**src/rtl/note_tone_gen.sv**
```systemverilog
// Square-wave note player: a one-deep request buffer feeds an IDLE/PLAY engine
// that toggles audio_out every note_period cycles for note_dur ticks.
module note_tone_gen #(
    parameter int unsigned DIV_W       = 12,
    parameter int unsigned DUR_W       = 16,
    parameter int unsigned TICK_CYCLES = 40000
) (
    input  logic             wb_clk_i,
    input  logic             rst_n,
    input  logic             enable,
    input  logic             note_valid,
    output logic             note_ready,
    input  logic [DIV_W-1:0] note_period,
    input  logic [DUR_W-1:0] note_dur,
    output logic             audio_out,
    output logic             busy,
    output logic             note_done
);

    localparam int unsigned TICK_W = (TICK_CYCLES > 1) ? $clog2(TICK_CYCLES) : 1;
    localparam logic [TICK_W-1:0] TICK_LAST = TICK_W'(TICK_CYCLES - 1);

    typedef enum logic {
        IDLE,
        PLAY
    } state_t;

    state_t              state_q, state_d;
    logic                pend_empty_q, pend_empty_d;
    logic [DIV_W-1:0]    pend_period_q, pend_period_d;
    logic [DUR_W-1:0]    pend_dur_q, pend_dur_d;
    logic [DIV_W-1:0]    cur_period_q, cur_period_d;
    logic [DUR_W-1:0]    dur_left_q, dur_left_d;
    logic [DIV_W-1:0]    half_cnt_q, half_cnt_d;
    logic [TICK_W-1:0]   tick_cnt_q, tick_cnt_d;
    logic                tone_q, tone_d;
    logic                done_q, done_d;
    logic                load;

    always_ff @(posedge wb_clk_i or negedge rst_n) begin
        if (!rst_n) begin
            state_q       <= IDLE;
            pend_empty_q  <= 1'b1;
            pend_period_q <= '0;
            pend_dur_q    <= '0;
            cur_period_q  <= '0;
            dur_left_q    <= '0;
            half_cnt_q    <= '0;
            tick_cnt_q    <= '0;
            tone_q        <= 1'b0;
            done_q        <= 1'b0;
        end else begin
            state_q       <= state_d;
            pend_empty_q  <= pend_empty_d;
            pend_period_q <= pend_period_d;
            pend_dur_q    <= pend_dur_d;
            cur_period_q  <= cur_period_d;
            dur_left_q    <= dur_left_d;
            half_cnt_q    <= half_cnt_d;
            tick_cnt_q    <= tick_cnt_d;
            tone_q        <= tone_d;
            done_q        <= done_d;
        end
    end

    always_comb begin
        state_d       = state_q;
        pend_empty_d  = pend_empty_q;
        pend_period_d = pend_period_q;
        pend_dur_d    = pend_dur_q;
        cur_period_d  = cur_period_q;
        dur_left_d    = dur_left_q;
        half_cnt_d    = half_cnt_q;
        tick_cnt_d    = tick_cnt_q;
        tone_d        = tone_q;
        done_d        = 1'b0;
        load          = 1'b0;

        if (enable) begin
            case (state_q)
                IDLE: load = !pend_empty_q;
                PLAY: begin
                    if (cur_period_q != '0) begin
                        if (half_cnt_q == cur_period_q - DIV_W'(1)) begin
                            half_cnt_d = '0;
                            tone_d     = !tone_q;
                        end else begin
                            half_cnt_d = half_cnt_q + DIV_W'(1);
                        end
                    end
                    if (tick_cnt_q == TICK_LAST) begin
                        tick_cnt_d = '0;
                        if (dur_left_q == DUR_W'(1)) begin
                            done_d = 1'b1;
                            // A zero-length follower is left for IDLE to consume
                            if (!pend_empty_q && pend_dur_q != '0) begin
                                load = 1'b1;
                            end else begin
                                state_d = IDLE;
                                tone_d  = 1'b0;
                            end
                        end else begin
                            dur_left_d = dur_left_q - DUR_W'(1);
                        end
                    end else begin
                        tick_cnt_d = tick_cnt_q + TICK_W'(1);
                    end
                end
                default: state_d = IDLE;
            endcase
        end

        if (load) begin
            pend_empty_d = 1'b1;
            if (pend_dur_q == '0) begin
                done_d = 1'b1;
            end else begin
                state_d      = PLAY;
                cur_period_d = pend_period_q;
                dur_left_d   = pend_dur_q;
                half_cnt_d   = '0;
                tick_cnt_d   = '0;
                tone_d       = (pend_period_q != '0);
            end
        end

        // Acceptance only happens into an empty buffer, so it never races a load
        if (note_valid && pend_empty_q) begin
            pend_empty_d  = 1'b0;
            pend_period_d = note_period;
            pend_dur_d    = note_dur;
        end
    end

    assign note_ready = pend_empty_q;
    assign busy       = (state_q == PLAY);
    assign note_done  = done_q;
    assign audio_out  = tone_q && enable;

endmodule
```
**config.mk**
```make
export PLATFORM = sky130hd
export DESIGN_NAME = note_tone_gen
export DESIGN_NICKNAME = d
export VERILOG_FILES = /design/src/rtl/note_tone_gen.sv
export SDC_FILE = /design/constraint.sdc
export NUM_CORES = 1
export LEC_CHECK = 0
export CORE_ASPECT_RATIO = 1.4
export CORE_MARGIN = 2
export CORE_UTILIZATION = 35
export CTS_CLUSTER_DIAMETER = 60
export CTS_CLUSTER_SIZE = 8
export DETAILED_ROUTE_END_ITERATION = 6
export GPL_TIMING_DRIVEN = 1
export HOLD_SLACK_MARGIN = 0.06
export SLEW_MARGIN = 30
export SYNTH_ARGS = -nofsm -noshare
export SYNTH_HDL_FRONTEND = slang
export SYNTH_SLANG_ARGS = --single-unit
```
**constraint.sdc**
```tcl
create_clock -name wb_clk_i -period 6.26 [get_ports wb_clk_i]
set_input_delay 0.626 -clock wb_clk_i [delete_from_list [all_inputs] [get_ports wb_clk_i]]
set_output_delay 0.626 -clock wb_clk_i [all_outputs]
set_load 0.005 [all_outputs]
```
-- After elaboration in Yosys (flattened, before gate mapping)
Index checks and enable logic that the tools add are counted.
- word-level logic and storage cells: 75
- register bits: 88
- output and inout port bits: 4
- input bits: 32
- mux-type cells: 45
- add/sub/neg operators: 4
- equal/unequal tests: 3
- reductions and logical operators: 11
- bitwise logic cells: 2
- operator list (operator ; count):
    2-to-1 mux 16 bit ; 11
    2-to-1 mux 12 bit ; 6
    2-to-1 mux 1 bit ; 27
    nonzero test 12 bit ; 2
    adder 16 x 1 -> 16 bit, second input constant ; 1
    equality test 16 x 1 -> 1 bit, second input constant ; 1
    equality test 16 bit, second input constant ; 1
    logical NOT 16 bit ; 1
    nonzero test 16 bit ; 1
    subtractor 16 x 1 -> 16 bit, second input constant ; 1
    adder 12 x 1 -> 12 bit, second input constant ; 1
    equality test 12 bit ; 1
    subtractor 12 x 1 -> 12 bit, second input constant ; 1
    logical AND 1 bit ; 3
    logical NOT 1 bit ; 2
    NOT 1 bit ; 2
    case mux 1 bit (2 select lines) ; 1
    AND reduction 2 bit ; 1
    nonzero test 2 bit ; 1

-- Longest topological paths before layout
- depth in word-level cells: 11
- mapped depth: 11
- mapped depth without buffers: 9

-- Worst setup path before layout
Ideal clock, no wire load.
- kind: register to register
- start point: register dur_left_q[1]
- end point: register cur_period_q[11]
- required time: 6.133 ns
- arrival: 2.316 ns
- buffers on the path: 2
- cell stages (with the launch flop): 11
- setup slack: 3.816 ns
- clock period less this slack: 2.444 ns
- cell sequence: dfrtp_1 -> inv_1 -> ha_1 -> nor3b_1 -> or4b_4 -> nor4_4 -> nor2_2 -> nor2_2 -> buf_6 -> buf_12 -> mux2_1
- cells in the longest elaborated chain, start to end: 6
- RTL lines (what ; RTL line ; source):
    start: declaration ; 33 ; logic [DUR_W-1:0] dur_left_q, dur_left_d;
    start signal: assignment ; 58 ; dur_left_q <= dur_left_d;
    equality test 16 x 1 -> 1 bit ; 93 ; if (dur_left_q == DUR_W'(1)) begin
    2-to-1 mux 1 bit ; 93 ;
    2-to-1 mux 1 bit ; 91 ; if (tick_cnt_q == TICK_LAST) begin
    case mux 1 bit (2 select lines) ; 80 ; case (state_q)
    2-to-1 mux 1 bit ; 79 ; if (enable) begin
    AND reduction 2 bit (no line) ; - ;
    end signal: assignment ; 57 ; cur_period_q <= cur_period_d;
    end: declaration ; 32 ; logic [DIV_W-1:0] cur_period_q, cur_period_d;
Every way passes these cells.
A chain may end at the register's enable or synchronous reset.

-- Worst setup path in the final report
Ends and elaborated chain as after synthesis.

==> out/qor.txt <==
======================================================================================================
Outcome                                                                                      completed
Number of design rule violations left after detail routing                                           0
Share of the cycle needed by the critical path after routing                                     0.492
Static Leakage                                                                              0.00233 uW
CTS buffer count                                                                                     9
Critical R2R Capture                                                                      cur_period_q[11]
Post-CTS Repair Setup Buffers                                                                        0
Width of the die                                                                                101 um
Power, Total                                                                                   1830 uW
Max-slew violation count                                                                             0
Htree depth                                                                                          3
Total number of vias                                                                             3,379
Critical Path Source Type                                                                     register
Fraction of synthesis flops using an asynchronous set or reset pin                                1.00
Class of the most critical hold timing path                                                   in2async
Floorplan die area                                                                        14,200 sq um
Nets in the synthesized netlist                                                                    487
Fraction of layout instances using a drive strength above 1                                      0.157
Ports                                                                                               36
CTS-repair resized insts                                                                             0
Register Area                                                                               2200 sq um
Cell types with the largest area share after synthesis                                    dfrtp_1, mux2_2, xnor2_1
TritonCTS clock tree                                                                              done
Accumulated negative setup slack                                                                  0 ps
Data arrival, critical path                                                                    3300 ps
Avg Synthesized Cell Area                                                                   10.3 sq um
Chip Height                                                                                     140 um
Footprint of the multi-input gates                                                          2310 sq um
Number of max-capacitance violations reported                                                        0
Distinct cell type count after synthesis                                                            56
Final core area utilization                                                                      0.422
Growth of design area from synthesis to finish                                                   17.4%
Number of cells on the worst reg-to-reg path                                                         9
Final critical delay including setup and external delays                                       3080 ps
Post-Route WL                                                                                  9730 um
Overall fraction of global-route tracks in use                                                   0.149
Initial antenna violation count                                                                      0
Post-CTS Hold Fix Bufs                                                                               0
Post-route antenna net violation count                                                               0
Core Area                                                                                 12,900 sq um
TritonCTS Sinks                                                                                     88
Fraction of power consumed by the clock network                                                  0.323
Count of final hold-check violations                                                                 0
Proportion of total power due to net switching                                                   0.306
Most frequent cells after synthesis                                                       dfrtp_1, nand2_1, nor2_1
Cells after synthesis                                                                              450
Area share of the leading cell type in the synthesized netlist                                   0.468
Via count of the first global-routing pass                                                       3,431
Netlist area before placement                                                               4650 sq um
Part of the power in registers                                                                   0.448
Number of inserted filler cells in the final layout                                              1,248
Number of port buffers                                                                              35
Setup skew after layout                                                                        9.99 ps
Clock latency at the later pin of the worst-skew pair                                           340 ps
Warnings from Yosys                                                                                  0
DR vias/cell                                                                                      5.10
Power per unit of standard cell area                                                       335 nW/um^2
WS Path Type                                                                                   reg2reg
Longest Clk Path Bufs                                                                                2
Max VDD drop                                                                                  0.223 mV
Number of enable-type register cells in the synthesized netlist                                      0
Routability Congestion                                                                           0.824
Reg-to-reg setup timing slack                                                                  3180 ps
Relative contribution of combinational cells to total power                                      0.230
Flip-flop cell with the highest count after synthesis                                          dfrtp_1
Largest net degree at the start of global routing                                                   89
Type of destination of the critical path                                                      register
Total setup violations reported at the end of the flow                                               0
Highest achievable clock rate                                                                  325 MHz
CP required                                                                                    6480 ps
Unrepaired setup endpoints after global routing                                                  false
Internal power                                                                                 1270 uW
First DRT Iteration DRCs                                                                           153
Highest fanout seen on the critical path                                                            60
Worst Max-Slew Pin Slew                                                                         807 ps
Cell taking the most area after synthesis                                                      dfrtp_1
Row count                                                                                           49
Max-slew headroom at the worst pin                                                               0.462
Clock transition at the register clock pins on the worst setup and hold paths after CTS          60 ps
Root buf cell                                                                                clkbuf_16
First-pass GRT wire length                                                                   16,900 um
Final HPWL from detailed placement                                                             6890 um
Sequential cell area fraction in the yosys report                                                0.474
Routed wirelength normalized by instance count                                                 14.7 um
Aggregate global routing overflow                                                                    0
Iteration count of the initial detailed-routing pass                                                 4
Leading cell type by number of instances after synthesis                                       dfrtp_1
#FFs+latches synth                                                                                  88
Initial Utilization                                                                              0.359
Number of nets in the final layout                                                                 517
Worst flop-to-flop path startpoint                                                        dur_left_q[1]
Psw                                                                                             559 uW
Number of diodes                                                                                     0
======================================================================================================
==> cell type report <==
class                      instances  share of cell area
sequential                        88               0.404
inverter                           8             0.00550
multi-input combinational        337               0.424
tap                              178              0.0408
timing repair buffer              36              0.0658
clock inverter                     6              0.0165
clock buffer                      10              0.0438
==> how the worst max path moves through the flow <==
stage                  startpoint  slack [ps]  cells after the start                to
floorplan           dur_left_q[1]        3820                     10  cur_period_q[11]
global placement           enable        2960                      8    dur_left_q[13]
detailed placement         enable        2850                      8    dur_left_q[11]
CTS                 dur_left_q[1]        3140                      9  cur_period_q[11]
global route               enable        2900                      8    dur_left_q[12]
finish              dur_left_q[1]        3180                      9  cur_period_q[11]
==> per-layer routing <==
layer / vias up / part of all wire / track usage
met5: - / 0 / 0
met4: 0 / 0.011 / 0.0519
met2: 53 / 0.50 / 0.240
met3: 8 / 0.032 / 0.0324
met1: 1666 / 0.46 / 0.198
li1: 1652 / - / -
==> power by group through the flow <==
stage          Clock (uW)  Combinational (uW)  Sequential [uW]
5_1_grt               631                 481              837
2_1_floorplan           0                 346              776
4_1_cts               604                 423              818
3_3_place_gp            0                 408              822
3_5_place_dp            0                 422              827
6_report              590                 420              819
==> state kept, by name, summed over array words and instances, names as in the netlist <==
register and cells:
dur_left_q 16, pend_dur_q 16, tick_cnt_q 16, cur_period_q 12
half_cnt_q 12, pend_period_q 12, busy 1, note_done 1
note_ready 1, tone_q 1
==> cells by family (layout without fill, tap and decap cells) <==
group	Yosys count	after routing	synth area share
adder cells (fa/ha/maj)	5	5	0.0135
multiplexers	37	37	0.0961
flip-flops	88	88	0.474
buffers and inverters	25	60	0.0310
AO/OA/AOI/OAI	66	66	0.0899
AND/OR/NAND/NOR	184	184	0.211
XOR/XNOR	45	45	0.0848
==> critical path, cell delays in order, from the launching register on <==
cell,delay (ps)
dfrtp_1,390
inv_1,80
ha_1,140
nor3b_1,280
or4b_4,520
nor4_4,290
nor2_2,100
nor2_4,210
buf_4,540
mux2_1,380
==> cell usage in the layout, fill, tap and decap left out, types with 2 or more instances in the layout <==
cell type,instances
clkdlybuf4s50_1,34
o21ai_1,5
nand2_1,48
nor4_2,2
or4_1,2
or3_1,12
a2bb2oi_1,2
a211o_1,6
nor4_1,9
ha_1,5
dfrtp_1,87
or2_2,4
and2_1,3
and3_1,7
mux2_4,8
clkbuf_16,9
xnor2_1,26
or3_4,3
a31oi_1,3
inv_1,8
a21oi_1,10
nor3b_1,3
bufinv_16,2
o31ai_1,3
nand4_1,8
nand3_1,16
nor4b_1,3
nand2b_1,4
o21ai_0,24
mux2_2,28
nor3_1,10
xor2_1,19
o22ai_1,2
nor2_1,40
==> through the flow <==
step,setup WS (ps),area [sq um],instances,hold WS [ps]
floorplan,3820,4650,450,330
global placement,2960,5120,647,472
detailed placement,2850,5120,647,491
CTS,3140,5450,663,385
global route,2900,5460,663,417
finish,3180,5460,663,341
Note: power is estimated with default switching activity, not from simulation.
